<file path="config.mk">
export PLATFORM = sky130hd
export DESIGN_NAME = mux_arbiter_2_flat
export DESIGN_NICKNAME = d
export VERILOG_FILES = /design/src/rtl/mux_arbiter_2_pkg.sv /design/src/rtl/mux_arbiter_2_if.sv /design/src/rtl/mux_arbiter_2_mux2_w.sv /design/src/rtl/mux_arbiter_2.sv /design/src/flat_wrapper.sv
export SDC_FILE = /design/constraint.sdc
export NUM_CORES = 1
export LEC_CHECK = 0
export CORE_MARGIN = 2
export CORE_UTILIZATION = 41
export DETAILED_ROUTE_END_ITERATION = 10
export GPL_ROUTABILITY_DRIVEN = 0
export PLACE_DENSITY = 0.84
export SYNTH_ARGS = -nofsm -noshare
export SYNTH_HDL_FRONTEND = slang
export SYNTH_SLANG_ARGS = --single-unit
</file>
<file path="constraint.sdc">
create_clock -name clk -period 1.8 [get_ports clk]
set_clock_uncertainty 0.05 [all_clocks]
set_input_delay 0.36 -clock clk [delete_from_list [all_inputs] [get_ports clk]]
set_output_delay 0.36 -clock clk [all_outputs]
set_load 0.1 [all_outputs]
</file>
<file path="src/rtl/mux_arbiter_2_pkg.sv">
// mux_arbiter_2 shared types and defaults.
// No ports: arbiter state enum, default widths, counter width helper.
package mux_arb_pkg;

  typedef enum logic [1:0] {
    IDLE   = 2'd0,
    GRANT0 = 2'd1,
    GRANT1 = 2'd2
  } arb_state_t;

  localparam int ARB_DATA_W    = 4;
  localparam int ARB_MAX_BURST = 4;
  localparam int ARB_STAT_W    = 8;

  function automatic int arb_cnt_w(
    input int max_burst
  );
    return (max_burst > 1) ? $clog2(max_burst) : 1;
  endfunction

endpackage

</file>
<file path="src/rtl/mux_arbiter_2_if.sv">
// mux_arbiter_2 bus: two requesters in, one registered beat out.
// master: req0/in0, req1/in1, out_ready out; slave drives acks, grants, sel, out_*.
interface mux_arbiter_2_if
  import mux_arb_pkg::*;
#(
  parameter int DATA_W = ARB_DATA_W
);

  logic              req0;
  logic [DATA_W-1:0] in0;
  logic              req1;
  logic [DATA_W-1:0] in1;
  logic              ack0;
  logic              ack1;
  logic              grant0;
  logic              grant1;
  logic              sel;
  logic              out_valid;
  logic [DATA_W-1:0] out_data;
  logic              out_src;
  logic              out_ready;

  modport master (
    output req0, in0,
    output req1, in1,
    output out_ready,
    input  ack0, ack1,
    input  grant0, grant1, sel,
    input  out_valid, out_data, out_src
  );

  modport slave (
    input  req0, in0,
    input  req1, in1,
    input  out_ready,
    output ack0, ack1,
    output grant0, grant1, sel,
    output out_valid, out_data, out_src
  );

endinterface

</file>
<file path="src/rtl/mux_arbiter_2_mux2_w.sv">
// mux2_w: combinational DATA_W-bit 2:1 select.
// Ports: sel (0 = in0, 1 = in1), in0, in1, y.
module mux2_w #(
  parameter int DATA_W = 4
) (
  input  logic              sel,
  input  logic [DATA_W-1:0] in0,
  input  logic [DATA_W-1:0] in1,
  output logic [DATA_W-1:0] y
);

  assign y = sel ? in1 : in0;

endmodule

</file>
<file path="src/rtl/mux_arbiter_2.sv">
// mux_arbiter_2: two-requester round-robin arbiter with burst limit
// and a single-entry registered output stage (valid/ready).
// Ports: clk, rst (async, active high), bus (mux_arbiter_2_if.slave);
// with ARB_STATS_EN defined also beats0/beats1 saturating ack counters.
module mux_arbiter_2
  import mux_arb_pkg::*;
#(
  parameter int DATA_W    = ARB_DATA_W,
  parameter int MAX_BURST = ARB_MAX_BURST
) (
  input logic            clk,
  input logic            rst,
  mux_arbiter_2_if.slave bus
`ifdef ARB_STATS_EN
  ,
  output logic [ARB_STAT_W-1:0] beats0,
  output logic [ARB_STAT_W-1:0] beats1
`endif
);

  localparam int CNT_W = arb_cnt_w(MAX_BURST);
  localparam logic [CNT_W-1:0] CNT_LAST =
    CNT_W'(MAX_BURST - 1);

  arb_state_t        state_q, state_d;
  logic [CNT_W-1:0]  cnt_q, cnt_d;
  logic              last_q, last_d;
  logic              out_valid_q, out_valid_d;
  logic [DATA_W-1:0] out_data_q, out_data_d;
  logic              out_src_q, out_src_d;

  logic              own1;
  logic              granted;
  logic              req_own;
  logic              req_oth;
  logic              load;
  logic              last_beat;
  arb_state_t        other_st;
  logic [DATA_W-1:0] mux_y;

  assign own1      = (state_q == GRANT1);
  assign granted   = (state_q != IDLE);
  assign req_own   = own1 ? bus.req1 : bus.req0;
  assign req_oth   = own1 ? bus.req0 : bus.req1;
  assign other_st  = own1 ? GRANT0 : GRANT1;
  assign last_beat = (cnt_q == CNT_LAST);
  assign load      = granted & req_own &
                     (~out_valid_q | bus.out_ready);

  mux2_w #(
    .DATA_W(DATA_W)
  ) u_mux (
    .sel(own1),
    .in0(bus.in0),
    .in1(bus.in1),
    .y  (mux_y)
  );

  always_comb begin
    state_d = state_q;
    cnt_d   = cnt_q;
    last_d  = last_q;
    unique case (state_q)
      IDLE: begin
        cnt_d = '0;
        unique case (1'b1)
          bus.req0 & bus.req1: begin
            // tie goes to whoever did not own last
            state_d = last_q ? GRANT0 : GRANT1;
            last_d  = ~last_q;
          end
          bus.req0 & ~bus.req1: begin
            state_d = GRANT0;
            last_d  = 1'b0;
          end
          ~bus.req0 & bus.req1: begin
            state_d = GRANT1;
            last_d  = 1'b1;
          end
          default: ;
        endcase
      end
      GRANT0, GRANT1: begin
        if (!req_own) begin
          cnt_d = '0;
          if (req_oth) begin
            state_d = other_st;
            last_d  = ~own1;
          end else begin
            state_d = IDLE;
          end
        end else if (load) begin
          if (last_beat) begin
            // burst spent: hand over, or restart if alone
            cnt_d = '0;
            if (req_oth) begin
              state_d = other_st;
              last_d  = ~own1;
            end
          end else begin
            cnt_d = cnt_q + 1'b1;
          end
        end
      end
      default: begin
        state_d = IDLE;
        cnt_d   = '0;
      end
    endcase
  end

  always_comb begin
    out_valid_d = out_valid_q;
    out_data_d  = out_data_q;
    out_src_d   = out_src_q;
    if (load) begin
      out_valid_d = 1'b1;
      out_data_d  = mux_y;
      out_src_d   = own1;
    end else if (bus.out_ready & out_valid_q) begin
      out_valid_d = 1'b0;
    end
  end

  always_ff @(posedge clk or posedge rst) begin
    if (rst) begin
      state_q     <= IDLE;
      cnt_q       <= '0;
      last_q      <= 1'b1;
      out_valid_q <= 1'b0;
      out_data_q  <= '0;
      out_src_q   <= 1'b0;
    end else begin
      state_q     <= state_d;
      cnt_q       <= cnt_d;
      last_q      <= last_d;
      out_valid_q <= out_valid_d;
      out_data_q  <= out_data_d;
      out_src_q   <= out_src_d;
    end
  end

  assign bus.sel       = own1;
  assign bus.grant0    = (state_q == GRANT0);
  assign bus.grant1    = own1;
  assign bus.ack0      = load & ~own1;
  assign bus.ack1      = load & own1;
  assign bus.out_valid = out_valid_q;
  assign bus.out_data  = out_data_q;
  assign bus.out_src   = out_src_q;

`ifdef ARB_STATS_EN
  logic [ARB_STAT_W-1:0] beats0_q, beats0_d;
  logic [ARB_STAT_W-1:0] beats1_q, beats1_d;

  always_comb begin
    beats0_d = beats0_q;
    beats1_d = beats1_q;
    if (load & ~own1 & (beats0_q != '1)) begin
      beats0_d = beats0_q + 1'b1;
    end
    if (load & own1 & (beats1_q != '1)) begin
      beats1_d = beats1_q + 1'b1;
    end
  end

  always_ff @(posedge clk or posedge rst) begin
    if (rst) begin
      beats0_q <= '0;
      beats1_q <= '0;
    end else begin
      beats0_q <= beats0_d;
      beats1_q <= beats1_d;
    end
  end

  assign beats0 = beats0_q;
  assign beats1 = beats1_q;
`endif

endmodule

</file>
<file path="src/flat_wrapper.sv">
// flat-port wrapper written by rule: the top's interface ports become plain ports
module mux_arbiter_2_flat import mux_arb_pkg::*;
#(
  parameter int DATA_W    = ARB_DATA_W,
  parameter int MAX_BURST = ARB_MAX_BURST
)
  (clk, rst, bus_req0, bus_in0, bus_req1, bus_in1, bus_out_ready, bus_ack0, bus_ack1, bus_grant0, bus_grant1, bus_sel, bus_out_valid, bus_out_data, bus_out_src);
  mux_arbiter_2_if #(.DATA_W(DATA_W)) bus_i ();
  input logic clk;
  input logic rst;
  input wire logic [$bits(bus_i.req0)-1:0] bus_req0;
  input wire logic [$bits(bus_i.in0)-1:0] bus_in0;
  input wire logic [$bits(bus_i.req1)-1:0] bus_req1;
  input wire logic [$bits(bus_i.in1)-1:0] bus_in1;
  input wire logic [$bits(bus_i.out_ready)-1:0] bus_out_ready;
  output wire logic [$bits(bus_i.ack0)-1:0] bus_ack0;
  output wire logic [$bits(bus_i.ack1)-1:0] bus_ack1;
  output wire logic [$bits(bus_i.grant0)-1:0] bus_grant0;
  output wire logic [$bits(bus_i.grant1)-1:0] bus_grant1;
  output wire logic [$bits(bus_i.sel)-1:0] bus_sel;
  output wire logic [$bits(bus_i.out_valid)-1:0] bus_out_valid;
  output wire logic [$bits(bus_i.out_data)-1:0] bus_out_data;
  output wire logic [$bits(bus_i.out_src)-1:0] bus_out_src;
  assign bus_i.req0 = bus_req0;
  assign bus_i.in0 = bus_in0;
  assign bus_i.req1 = bus_req1;
  assign bus_i.in1 = bus_in1;
  assign bus_i.out_ready = bus_out_ready;
  assign bus_ack0 = bus_i.ack0;
  assign bus_ack1 = bus_i.ack1;
  assign bus_grant0 = bus_i.grant0;
  assign bus_grant1 = bus_i.grant1;
  assign bus_sel = bus_i.sel;
  assign bus_out_valid = bus_i.out_valid;
  assign bus_out_data = bus_i.out_data;
  assign bus_out_src = bus_i.out_src;
  mux_arbiter_2 #(.DATA_W(DATA_W), .MAX_BURST(MAX_BURST)) u_core (.clk(clk), .rst(rst), .bus(bus_i));
endmodule
</file>
Yosys cells after proc, flatten, opt, wreduce, memory -nomap -nowiden
Cells that the tools add are included.
{ "totals": {"register_bits": 11, "in_bits": 13, "out_inout_bits": 11, "word_cells": 59} }
{ "op_classes": {"n_addsub": 1, "n_eq_ne": 7, "n_mux": 24, "bitwise": 14, "n_reduce_logical": 7} }
{ "op_table": {"columns": ["operator", "count"], "rows": [
  ["two-way mux 2 bit", 11],
  ["!= test 3 bit, second input constant", 3],
  ["AND 1 bit", 8],
  ["two-way mux 1 bit", 8],
  ["AND reduction 4 bit", 2],
  ["one-hot mux 2 bit (3 select lines)", 1],
  ["nonzero test 2 bit", 3],
  ["NOT 1 bit", 5],
  ["== test 2 bit, second input constant", 2],
  ["two-way mux 4 bit", 1],
  ["!= test 4 x 1 -> 1 bit, second input constant", 1],
  ["one-hot mux 2 bit (2 select lines)", 1],
  ["one-hot mux 1 bit (3 select lines)", 1],
  ["adder 2 x 1 -> 2 bit, second input constant", 1],
  ["== test 2 x 1 -> 1 bit, second input constant", 1],
  ["logical NOT 2 bit", 1],
  ["one-hot mux 1 bit (2 select lines)", 1],
  ["OR reduction 2 bit", 1],
  ["bitwise OR 1 bit", 1]
]} }

Logic depth before layout (Yosys ltp)
Gate-level depths: netlist of run 1.
{ "depth": {"ltp_word": 7, "depth_mapped": 7, "ltp_nobuf": 6} }

Cells and area by module
From an unflattened synthesis of run 1, not the netlist that was laid out.
{ "hier_totals": {"cells_unflattened": 73, "hier_area_um2": 834.6} }
{ "modules_own_cells": {"columns": ["mod", "n_inst", "cells_per_inst", "area_each_um2"], "rows": [
  ["mux_arbiter_2", 1, 69, 789.5],
  ["mux2_w", 1, 4, 45.0]
]} }

Worst setup path after synthesis of run 1
OpenSTA, ideal clock, no wires.
{ "synth_timing": {"kind": "reg-to-output", "start": "reg u_core.state_q[0]", "end": "out bus_ack0", "arrival_ps": 4200, "required_time_ps": 1390, "slack_ps": -2810, "path_stages_with_launch": 5, "n_path_buf": 1, "cell_sequence": "dfrtp_1 > inv_1 > ha_1 > buf_6 > nor4_1"} }
{ "synth_between": {"elab_chain_cells": 5, "elab_cells_between_ends": 7, "cone_classes": "eq/ne (1); mux (1); bitwise (4); reduce/logical (1)"} }
{ "synth_lines": {"columns": ["item", "line", "text"], "rows": [
  ["start: declaration", "mux_arbiter_2.sv:25", "arb_state_t state_q, state_d;"],
  ["start signal: assignment", "mux_arbiter_2.sv:134", "state_q <= state_d;"],
  ["== test 2 bit *", "mux_arbiter_2.sv:41", "assign own1 = (state_q == GRANT1);"],
  ["net bus_grant1", "flat_wrapper.sv:19", "output wire logic [$bits(bus_i.grant1)-1:0] bus_grant1;"],
  ["two-way mux 1 bit", "mux_arbiter_2.sv:43", "assign req_own = own1 ? bus.req1 : bus.req0;"],
  ["AND 1 bit (2 in series)", "mux_arbiter_2.sv:47", "assign load = granted & req_own &"],
  ["AND 1 bit *", "mux_arbiter_2.sv:146", "assign bus.ack0 = load & ~own1;"],
  ["end: declaration", "flat_wrapper.sv:16", "output wire logic [$bits(bus_i.ack0)-1:0] bus_ack0;"]
]} }
The timed path passes the listed nets; every way through them passes the cells marked *.

Worst setup path after layout of run 1
{ "layout_timing": {"start": "reg u_core.state_q[1]", "end": "out bus_ack1"} }
{ "layout_between": {"elab_chain_cells": 5, "elab_cells_between_ends": 6, "cone_classes": "eq/ne (1); mux (1); bitwise (3); reduce/logical (1)"} }
{ "layout_lines": {"columns": ["item", "line", "text"], "rows": [
  ["== test 2 bit", "mux_arbiter_2.sv:41", null],
  ["two-way mux 1 bit", "mux_arbiter_2.sv:43", null],
  ["AND 1 bit (2 in series)", "mux_arbiter_2.sv:47", null],
  ["AND 1 bit *", "mux_arbiter_2.sv:147", "assign bus.ack1 = load & own1;"],
  ["end: declaration", "flat_wrapper.sv:17", "output wire logic [$bits(bus_i.ack1)-1:0] bus_ack1;"]
]} }
Mark *: on every way between the ends. The rest lies on a longest branch, timed or not.

==> impl_metrics.json, run 1 <==
{
  "status": "finished, violations left",
  "violated_checks": "setup timing",
  "synth_area_leaders": "dfrtp_1, ha_1, mux2i_1",
  "start_util_pct": 45.0,
  "startpoint_type": "register",
  "compound_gate_fraction_of_synth_area_pct": 12.3,
  "timing.final.crit_period_ns": 2.10,
  "muxShareOfSynthArea_pct": 16.8,
  "cts-htree-levels": 1,
  "slowest_stage": "dfrtp_1",
  "synth_flop_type": "dfrtp_1",
  "global_route_wire_length_before_repair_mm": 3.93,
  "fmax_mhz": 477,
  "critPathMaxStageDelay_ns": 0.39,
  "post_drt_via_cell_ratio": 5.60,
  "overflow": 0,
  "num-nets-final": 145,
  "synth_top_family_by_area": "simple AND/OR/NAND/NOR gates",
  "ctsRootBufferMaster": "clkbuf_4",
  "synthXorXnorAreaFrac_pct": 0,
  "detail_route.wl_per_cell_um": 18.4,
  "worst_hold_check_path_type": "in -> async",
  "dr_vias": 829,
  "cts_hold_repair.buffers": 0,
  "yosys.cell_count.top_type": "dfrtp_1",
  "post-route-util_pct": 85.5,
  "synth.yosys.warnings": 0,
  "drt_drc_violations_left": 0,
  "cts-root-to-sink-buffers": 2,
  "synth_fa_ha_area_share_pct": 12.5,
  "postSynthRegisterBits": 11,
  "reg2reg_to": "u_core.last_q$_DFFE_PP1P_",
  "cp-end-kind": "output port",
  "max-slew-margin-rel_pct": 70.7,
  "critical_path.top_delay_family": "flip-flops",
  "drt_iter0_markers": 23,
  "path_depth": 6,
  "netlist_area_um2": 802,
  "number_of_cells_on_the_worst_reg_to_reg_path": 8,
  "yosysUniqueCellTypes": 24,
  "boundaryPins": 24,
  "drt_pass1_iterations": 4,
  "synth-async-reset-ratio_pct": 100,
  "grt_setup_unrepaired": "true",
  "fp.dieW_um": 48.2,
  "critPathBufInv": 2,
  "postLayoutSetupSlackWorst_ns": -0.297,
  "core-area_mm2": 0.00178,
  "synth_enable_flop_cells": 0,
  "fin_hold_ws_ns": 0.308,
  "hold_viol_final": 0,
  "cp.required_ns": 1.39,
  "finalWirelength_mm": 2.72,
  "drive_above_1_share_pct": 54.5,
  "yosysTopAreaCellShare_pct": 31.2,
  "placement.io_buffers": 23,
  "cp_max_fo": 3,
  "rows": 15,
  "synth-seq-area-share_pct": 34.5,
  "post-place-ws_ns": -0.467,
  "critPathKind": "reg -> out",
  "path_cells": "buf_6 -> ha_4 -> mux2i_4 -> nor3_2 -> and2_4 -> buf_12",
  "flow.area_growth_from_synthesis_pct": 90.2,
  "number_of_global_route_vias_before_repair": 793,
  "max-cap-violations": 0,
  "most_area_hungry_cell_type_in_the_yosys_netlist": "dfrtp_1",
  "die_h_um": 48.2,
  "fin_crit_sh_pct": 117,
  "rr_startpoint": "u_core.state_q[1]$_DFFE_PP0P_",
  "grt_start_max_net_pins": 12,
  "cts-buffers-inserted": 3,
  "antenna_found_initial": 0,
  "clk_transition_reported_paths_ns": 0.08,
  "synth-simple-area-share_pct": 17.8,
  "tritoncts_clock_tree": "built",
  "drt.antenna.violating_nets": 0,
  "synth_cell_count_leaders": "dfrtp_1, mux2i_1, ha_1, nor2_1, a21oi_1",
  "grt_util_all_layers_pct": 25.9,
  "num_antenna_cells": 0,
  "post_synth_inst_count": 78,
  "report.final.slew_viol_count": 0,
  "syn_nets": 99,
  "max_slew.worst_pin.slew_ns": 0.440,
  "worst_ep_arrival_time_ns": 1.69,
  "clock_sink_count": 11,
  "hpwl_mm": 1.56,
  "setup_violation_total_in_the_final_timing_report": 7,
  "die_area_mm2": 0.00233,
  "setup.reg_to_reg.worst_slack_ns": -0.04,
  "source_to_sink_clock_delay_at_the_later_pin_of_the_worst_skew_pair_ns": 0.29,
  "avgSynthCellArea_um2": 10.3
}
==> cell families after synthesis <==
| logic type | count (synthesis) |
|---|---|
| AO/OA/AOI/OAI | 15 |
| adder cells (fa/ha/maj) | 8 |
| buffers and inverters | 9 |
| flip-flops | 11 |
| AND/OR/NAND/NOR | 22 |
| multiplexers | 13 |
==> flip-flops by register name, indices dropped and copies added, names as in the netlist <==
name                  flops
u_core.last_q             1
u_core.cnt_q              2
u_core.state_q            2
u_core.bus.out_src        1
u_core.bus.out_data       4
u_core.bus.out_valid      1
==> routing by layer <==
layer	global-route usage (%)	up-vias	part of all wire [%]
li1	-	366	-
met1	32.5	405	37
met2	41.1	45	51
met3	7.78	13	8.0
met4	11.4	0	4.1
met5	0	-	0
==> layout make-up <==
type | instances | area, um2
multi-input cells | 58 | 629
repair buffers | 44 | 536
flip-flops and latches | 11 | 280
fillers | 80 | 258
well taps | 25 | 31.3
clock buffers | 4 | 26.3
inverters | 6 | 22.5
==> worst max path at each step <==
stage / start / end / slack (ns)
global placement: bus_req1 / u_core.state_q[0]$_DFFE_PP0P_ / -0.40
global route: u_core.state_q[1]$_DFFE_PP0P_ / bus_ack1 / -0.32
finish: u_core.state_q[1]$_DFFE_PP0P_ / bus_ack1 / -0.30
detailed placement: bus_req1 / u_core.state_q[0]$_DFFE_PP0P_ / -0.47
floorplan: u_core.state_q[0]$_DFFE_PP0P_ / bus_ack0 / -0.48
CTS: u_core.state_q[1]$_DFFE_PP0P_ / bus_ack1 / -0.27
==> through the flow <==
| stage | instances | cell area (um2) | setup TNS [ns] |
|---|---|---|---|
| finish | 148 | 1530 | -0.791 |
| global route | 148 | 1530 | -1.12 |
| CTS | 145 | 1470 | -0.635 |
| detailed placement | 136 | 1280 | -2.60 |
| global placement | 136 | 1280 | -2.19 |
| floorplan | 78 | 846 | -0.878 |
==> repair_timing <==
item                                    CTS  global route
pin swaps                                 5             4
gates resized for setup                  25             9
gates cloned                              0             0
buffers inserted                          5             3
endpoints found under the setup margin    5             9
==> cells in the final DEF, fill, tap and decap left out, types with 2 or more instances in the layout <==
cell type / n
mux2i_4: 2
dfrtp_1: 9
nor2_1: 8
mux2i_1: 7
ha_4: 5
buf_6: 3
buf_12: 13
ha_1: 2
inv_2: 3
nand2_1: 2
nor3_2: 2
clkdlybuf4s50_1: 10
a21oi_1: 6
buf_4: 15
mux2_2: 4
inv_1: 3
o21bai_1: 2
o21ai_0: 2
clkbuf_4: 3
Power of run 1 is not shown: default switching activity piles up to over one toggle a cycle in this logic, so the estimate is an artifact.
==> run 2: changes to the inputs <==
- CORE_UTILIZATION: 41 -> 42
- PLACE_DENSITY: 0.84 -> 0.85
- SYNTH_HIERARCHICAL: default -> 1
==> run 2 against run 1 <==
First-iteration DRC count down 83%. Via count shrank 12%. Sequential share of layout area increased by 0.46 points. Fmax up 2.9%. The run still ends with setup timing left. Final cell count down 2.0%. Register-to-register slack lost 0.12 ns. Synthesized cell count down 6.4%. Non-clock buffer count is 1 lower. Hold slack gained 0.018 ns. Largest cell class unchanged. Critical endpoint unchanged. Worst setup slack improved by 0.058 ns. Clock-buffer cell count did not move. Global-route usage fell by 6.2 points.
==> impl_metrics.json, run 2 <==
{
  "fp.dieW_um": 48.6,
  "tritoncts_clock_tree": "built",
  "ctsRootBufferMaster": "clkbuf_4",
  "drt_drc_violations_left": 0,
  "global_route.usage.met3_pct": 4.32,
  "startpoint_type": "input pin",
  "yosysUniqueCellTypes": 31,
  "grt.met2_usage_pct": 35.4,
  "largest_register_ff_count": 4,
  "global_route_wire_length_before_repair_mm": 3.55,
  "synth.yosys.warnings": 6,
  "slowest_stage": "nor2b_1",
  "boundaryPins": 24,
  "path_cells": "clkdlybuf4s50_1 -> nor2b_1 -> nor3_4 -> and2_4 -> buf_12",
  "fin_hold_ws_ns": 0.326,
  "cp.required_ns": 1.39,
  "netlist_area_um2": 835,
  "cts-root-to-sink-buffers": 2,
  "most_area_hungry_cell_type_in_the_yosys_netlist": "dfrtp_1",
  "fin_crit_sh_pct": 113,
  "critPathMaxStageDelay_ns": 0.46,
  "critPathBufInv": 2,
  "max_slew.worst_pin.slew_ns": 0.569,
  "num-fill-cells": 142,
  "drt_pass1_iterations": 4,
  "num_antenna_cells": 0,
  "synth_area_leaders": "dfrtp_1, ha_1, mux2_2",
  "post_layout_nonfiller_instances": 145,
  "grtUsageMet1_pct": 21.7,
  "die_area_mm2": 0.00236,
  "grt_start_max_net_pins": 12,
  "layout_common_cells": "buf_4, buf_12, clkdlybuf4s50_1, mux2_2, dfrtp_1",
  "finalWirelength_mm": 2.13,
  "total_neg_setup_slack_ns": -0.927,
  "drt.antenna.violating_nets": 0,
  "clock_sink_count": 11,
  "timing.final.crit_period_ns": 2.04,
  "clk_transition_reported_paths_ns": 0.07,
  "cts-buffers-inserted": 3,
  "worst_ep_arrival_time_ns": 1.63,
  "flow.area_growth_from_synthesis_pct": 77.5,
  "source_to_sink_clock_delay_at_the_later_pin_of_the_worst_skew_pair_ns": 0.27,
  "critical_path.top_delay_family": "simple AND/OR/NAND/NOR gates",
  "postSynthRegisterBits": 11,
  "setup_violation_total_in_the_final_timing_report": 7,
  "critPathKind": "in -> out",
  "post_synth_inst_count": 73,
  "hpwl_mm": 1.56,
  "max-slew-margin-rel_pct": 62.0,
  "placement.io_buffers": 23,
  "fmax_mhz": 491,
  "cp_max_fo": 4,
  "worst_hold_check_path_type": "in -> async",
  "drt_iter0_markers": 4,
  "max-cap-violations": 0,
  "numPlacedInstances": 137,
  "rows": 16,
  "rr_startpoint": "u_core/state_q[0]$_DFFE_PP0P_",
  "worst_setup_path_startpoint": "bus_out_ready",
  "antenna_found_initial": 0,
  "core-area_mm2": 0.00192,
  "synth-seq-area-share_pct": 33.1,
  "post_drt_via_cell_ratio": 5.03,
  "violated_checks": "setup timing",
  "hold_viol_final": 0,
  "detail_route.wl_per_cell_um": 14.7,
  "postLayoutSetupSlackWorst_ns": -0.239,
  "synth-async-reset-ratio_pct": 100,
  "drive_above_1_share_pct": 52.5,
  "most_frequent_standard_cell_in_the_layout_excluding_fill_and_tap_cells": "buf_4",
  "avgSynthCellArea_um2": 11.4,
  "grt_setup_unrepaired": "true",
  "cts-htree-levels": 1,
  "synth_cell_count_leaders": "dfrtp_1, mux2_2, ha_1",
  "gr_busiest_metal": "met2",
  "start_util_pct": 43.4,
  "die_h_um": 48.6,
  "overflow": 0,
  "grt_util_all_layers_pct": 19.7,
  "number_of_global_route_vias_before_repair": 789,
  "synth_flop_type": "dfrtp_1",
  "cp-end-kind": "output port",
  "yosysTopAreaCellShare_pct": 30.0,
  "report.final.slew_viol_count": 0,
  "status": "finished, violations left",
  "num-nets-final": 141,
  "syn_nets": 95,
  "synth_enable_flop_cells": 0,
  "dr_vias": 730
}
run 2: routing by layer:
metal | routed length [um] | share of wire [%]
met3 | 96 | 4.5
met4 | 39 | 1.8
met2 | 1130 | 53
met5 | 0 | 0
met1 | 862 | 40
run 2: worst paths after layout:
| path | endpoint | slack, ns | cells past startpoint |
|---|---|---|---|
| setup / recovery | bus_ack1 | -0.24 | 5 |
| hold / removal | u_core/bus.out_data[1]$_DFFE_PP0P_ | 0.33 | 2 |
| setup reg to reg | u_core/last_q$_DFFE_PP1P_ | -0.16 | 9 |
| hold reg to reg | u_core/last_q$_DFFE_PP1P_ | 0.49 | 2 |
| max in group asynchronous | u_core/last_q$_DFFE_PP1P_ | 1.05 | 2 |
| min in group clk | u_core/last_q$_DFFE_PP1P_ | 0.49 | 2 |
run 2: worst register-to-register path, delay by kind of cell (launching register included):
| kind | cells | cell delay, ns |
|---|---|---|
| multiplexers | 2 | 0.54 |
| flip-flops | 1 | 0.39 |
| AO/OA/AOI/OAI | 2 | 0.23 |
| buffers and inverters | 4 | 0.50 |
| adder cells (fa/ha/maj) | 1 | 0.17 |
run 2: timing repair:
action / 4_1_cts / 5_1_grt
buffers inserted: 3 / 1
hold buffers: 0 / 0
pin swaps: 1 / 1
setup endpoints to repair: 6 / 11
resized for setup: 4 / 12
run 2: metrics by stage:
| stage | instance area (um2) | util [%] | setup slack, ns |
|---|---|---|---|
| 3_3_place_gp | 1370 | 71.2 | -0.470 |
| 3_5_place_dp | 1370 | 71.2 | -0.527 |
| 6_report | 1480 | 77.1 | -0.239 |
| 4_1_cts | 1440 | 74.7 | -0.257 |
| 5_1_grt | 1480 | 77.1 | -0.300 |
| 2_1_floorplan | 892 | - | -0.598 |
run 2: final cells by class:
cell class              count  area, um2  share of cell area (%)
multi-input cells          53        591                    39.9
repair buffers             43        526                    35.5
flip-flops and latches     11        279                    18.8
well taps                  27       33.8                    2.28
clock buffers               4       26.3                    1.77
inverters                   7       26.3                    1.77
run 2: logic make-up after synthesis:
logic type	count (synthesis)	share of synthesized area, %
DFF	11	33.1
muxes	19	25.9
and+or+nand+nor	16	13.6
adders and majority gates	9	13.5
buffers and inverters	9	4.95
AOI/OAI and AO/OA	9	8.85
Power of run 2 is left out for the same reason.
==> run 3: changes to the inputs <==
- CTS_CLUSTER_SIZE: default -> 30
- GPL_TIMING_DRIVEN: default -> 0
- PLACE_DENSITY: 0.85 -> 0.83
==> run 3 against run 2 <==
The run still ends with setup timing left. Via count is 8.5% lower. Design area is 8.9% lower. Hold slack better by 0.0073 ns. Wire length is 9.0% lower. Final cell count is 4.8% lower. Non-clock buffer count is 7 lower. Core utilization is 6.8 points lower. Worst setup slack better by 0.075 ns. Clock-buffer cell count stayed put. Global-route usage is 3.3 points lower. Fmax is 3.8% higher. Critical endpoint unchanged. Critical path depth is 1 higher.
==> impl_metrics.json, run 3 (same netlist as run 2, synthesis figures left out) <==
{
  "status": "finished, violations left",
  "violated_checks": "setup timing",
  "rows": 16,
  "ctsRootBufferMaster": "clkbuf_4",
  "fp.dieW_um": 48.6,
  "global_route.usage.met3_pct": 2.78,
  "rr_startpoint": "u_core/state_q[1]$_DFFE_PP0P_",
  "die_h_um": 48.6,
  "drive_above_1_share_pct": 52.3,
  "cp-end-kind": "output port",
  "start_util_pct": 43.4,
  "cts-root-to-sink-buffers": 2,
  "setup_violation_total_in_the_final_timing_report": 5,
  "post-route-util_pct": 70.2,
  "cp_max_fo": 3,
  "area.sequential_um2": 279,
  "worst_hold_check_path_type": "in -> async",
  "number_of_cells_on_the_worst_reg_to_reg_path": 6,
  "max-slew-margin-rel_pct": 62.6,
  "num-fill-cells": 151,
  "cts-htree-levels": 1,
  "grt_util_all_layers_pct": 16.5,
  "drt_drc_violations_left": 0,
  "setup.reg_to_reg.worst_slack_ns": -0.14,
  "detail_route.wl_per_cell_um": 14.0,
  "drt_iter0_markers": 1,
  "cts-buffers-inserted": 3,
  "critPathKind": "reg -> out",
  "tritoncts_clock_tree": "built",
  "clk_transition_reported_paths_ns": 0.07,
  "layout_common_cells": "clkdlybuf4s50_1, buf_4, mux2_2",
  "cp.required_ns": 1.39,
  "overflow": 0,
  "startpoint_type": "register",
  "number_of_global_route_vias_before_repair": 700,
  "post_layout_nonfiller_instances": 138,
  "postLayoutSetupSlackWorst_ns": -0.164,
  "worst_ep_arrival_time_ns": 1.55,
  "finalWirelength_mm": 1.94,
  "num_antenna_cells": 0,
  "die_area_mm2": 0.00236,
  "grtUsageMet1_pct": 20.2,
  "drt.antenna.violating_nets": 0,
  "grt_setup_unrepaired": "true",
  "global_route_wire_length_before_repair_mm": 3.10,
  "dr_vias": 668,
  "max_slew.worst_pin.slew_ns": 0.563,
  "cts_hold_repair.buffers": 0,
  "multi_input_comb_area_um2": 601,
  "postLayoutCellArea_mm2": 0.00135,
  "flow.area_growth_from_synthesis_pct": 61.8,
  "dpl-instance-area_mm2": 0.00116,
  "report.final.slew_viol_count": 0,
  "core-area_mm2": 0.00192,
  "timing.final.crit_period_ns": 1.96,
  "num-nets-final": 134,
  "largest_register_ff_count": 4,
  "placement.io_buffers": 23,
  "gr_busiest_metal": "met2",
  "antenna_found_initial": 0,
  "fin_crit_sh_pct": 109,
  "max-cap-violations": 0,
  "hpwl_mm": 1.32,
  "drt_pass1_iterations": 2,
  "post_drt_via_cell_ratio": 4.84,
  "hold_viol_final": 0,
  "fmax_mhz": 509,
  "source_to_sink_clock_delay_at_the_later_pin_of_the_worst_skew_pair_ns": 0.25,
  "reg2reg_to": "u_core/state_q[0]$_DFFE_PP0P_",
  "clock_sink_count": 11,
  "grt.met2_usage_pct": 30.6,
  "boundaryPins": 24,
  "grt_start_max_net_pins": 15,
  "numPlacedInstances": 123
}
## run 3: worst max-delay path: stages, from the launching register on
cell and delay [ns]:
dfrtp_1 0.39, inv_2 0.08, ha_4 0.15, mux2i_4 0.30, nor3_4 0.05, and2_4 0.15
buf_12 0.16
## run 3: timing repair
item,in CTS,in global routing
resized for setup,66,11
setup endpoints to repair,21,12
hold endpoints to repair,0,0
setup buffers,6,6
pin swaps,4,5
## run 3: through the flow
step	hold WS (ns)	setup TNS, ns	setup WS (ns)
after floorplan	0.162	-0.972	-0.598
after global placement	0.440	-8.75	-1.53
after detailed placement	0.451	-8.89	-1.52
after CTS	0.340	-0.575	-0.251
after global routing	0.374	-0.920	-0.235
final	0.333	-0.516	-0.164
## run 3: how the worst max path moves through the flow
stage | from | endpoint | slack [ns] | cells past startpoint
finish | u_core/state_q[0]$_DFFE_PP0P_ | bus_ack1 | -0.16 | 6
global route | u_core/state_q[0]$_DFFE_PP0P_ | bus_ack1 | -0.24 | 6
CTS | u_core/state_q[1]$_DFFE_PP0P_ | bus_ack1 | -0.25 | 5
detailed placement | bus_req0 | bus_ack1 | -1.52 | 5
global placement | bus_req0 | bus_ack1 | -1.53 | 5
floorplan | u_core/state_q[0]$_DFFE_PP0P_ | bus_ack0 | -0.60 | 5
## run 3: final cells by class
type	count	share of cell area, %
flip-flops and latches	11	20.7
clock buffers	4	1.95
repair buffers	35	27.4
inverters	7	2.13
multi-input cells	53	44.5
plain buffers	1	0.834
well taps	27	2.50
## run 3: layer usage
metal  vias to the layer above  share of wire, %
met5                         -                 0
met3                         2               5.3
met4                         0              0.93
met2                        20                51
li1                        340                 -
met1                       306                43
Power of run 3 is left out for the same reason.
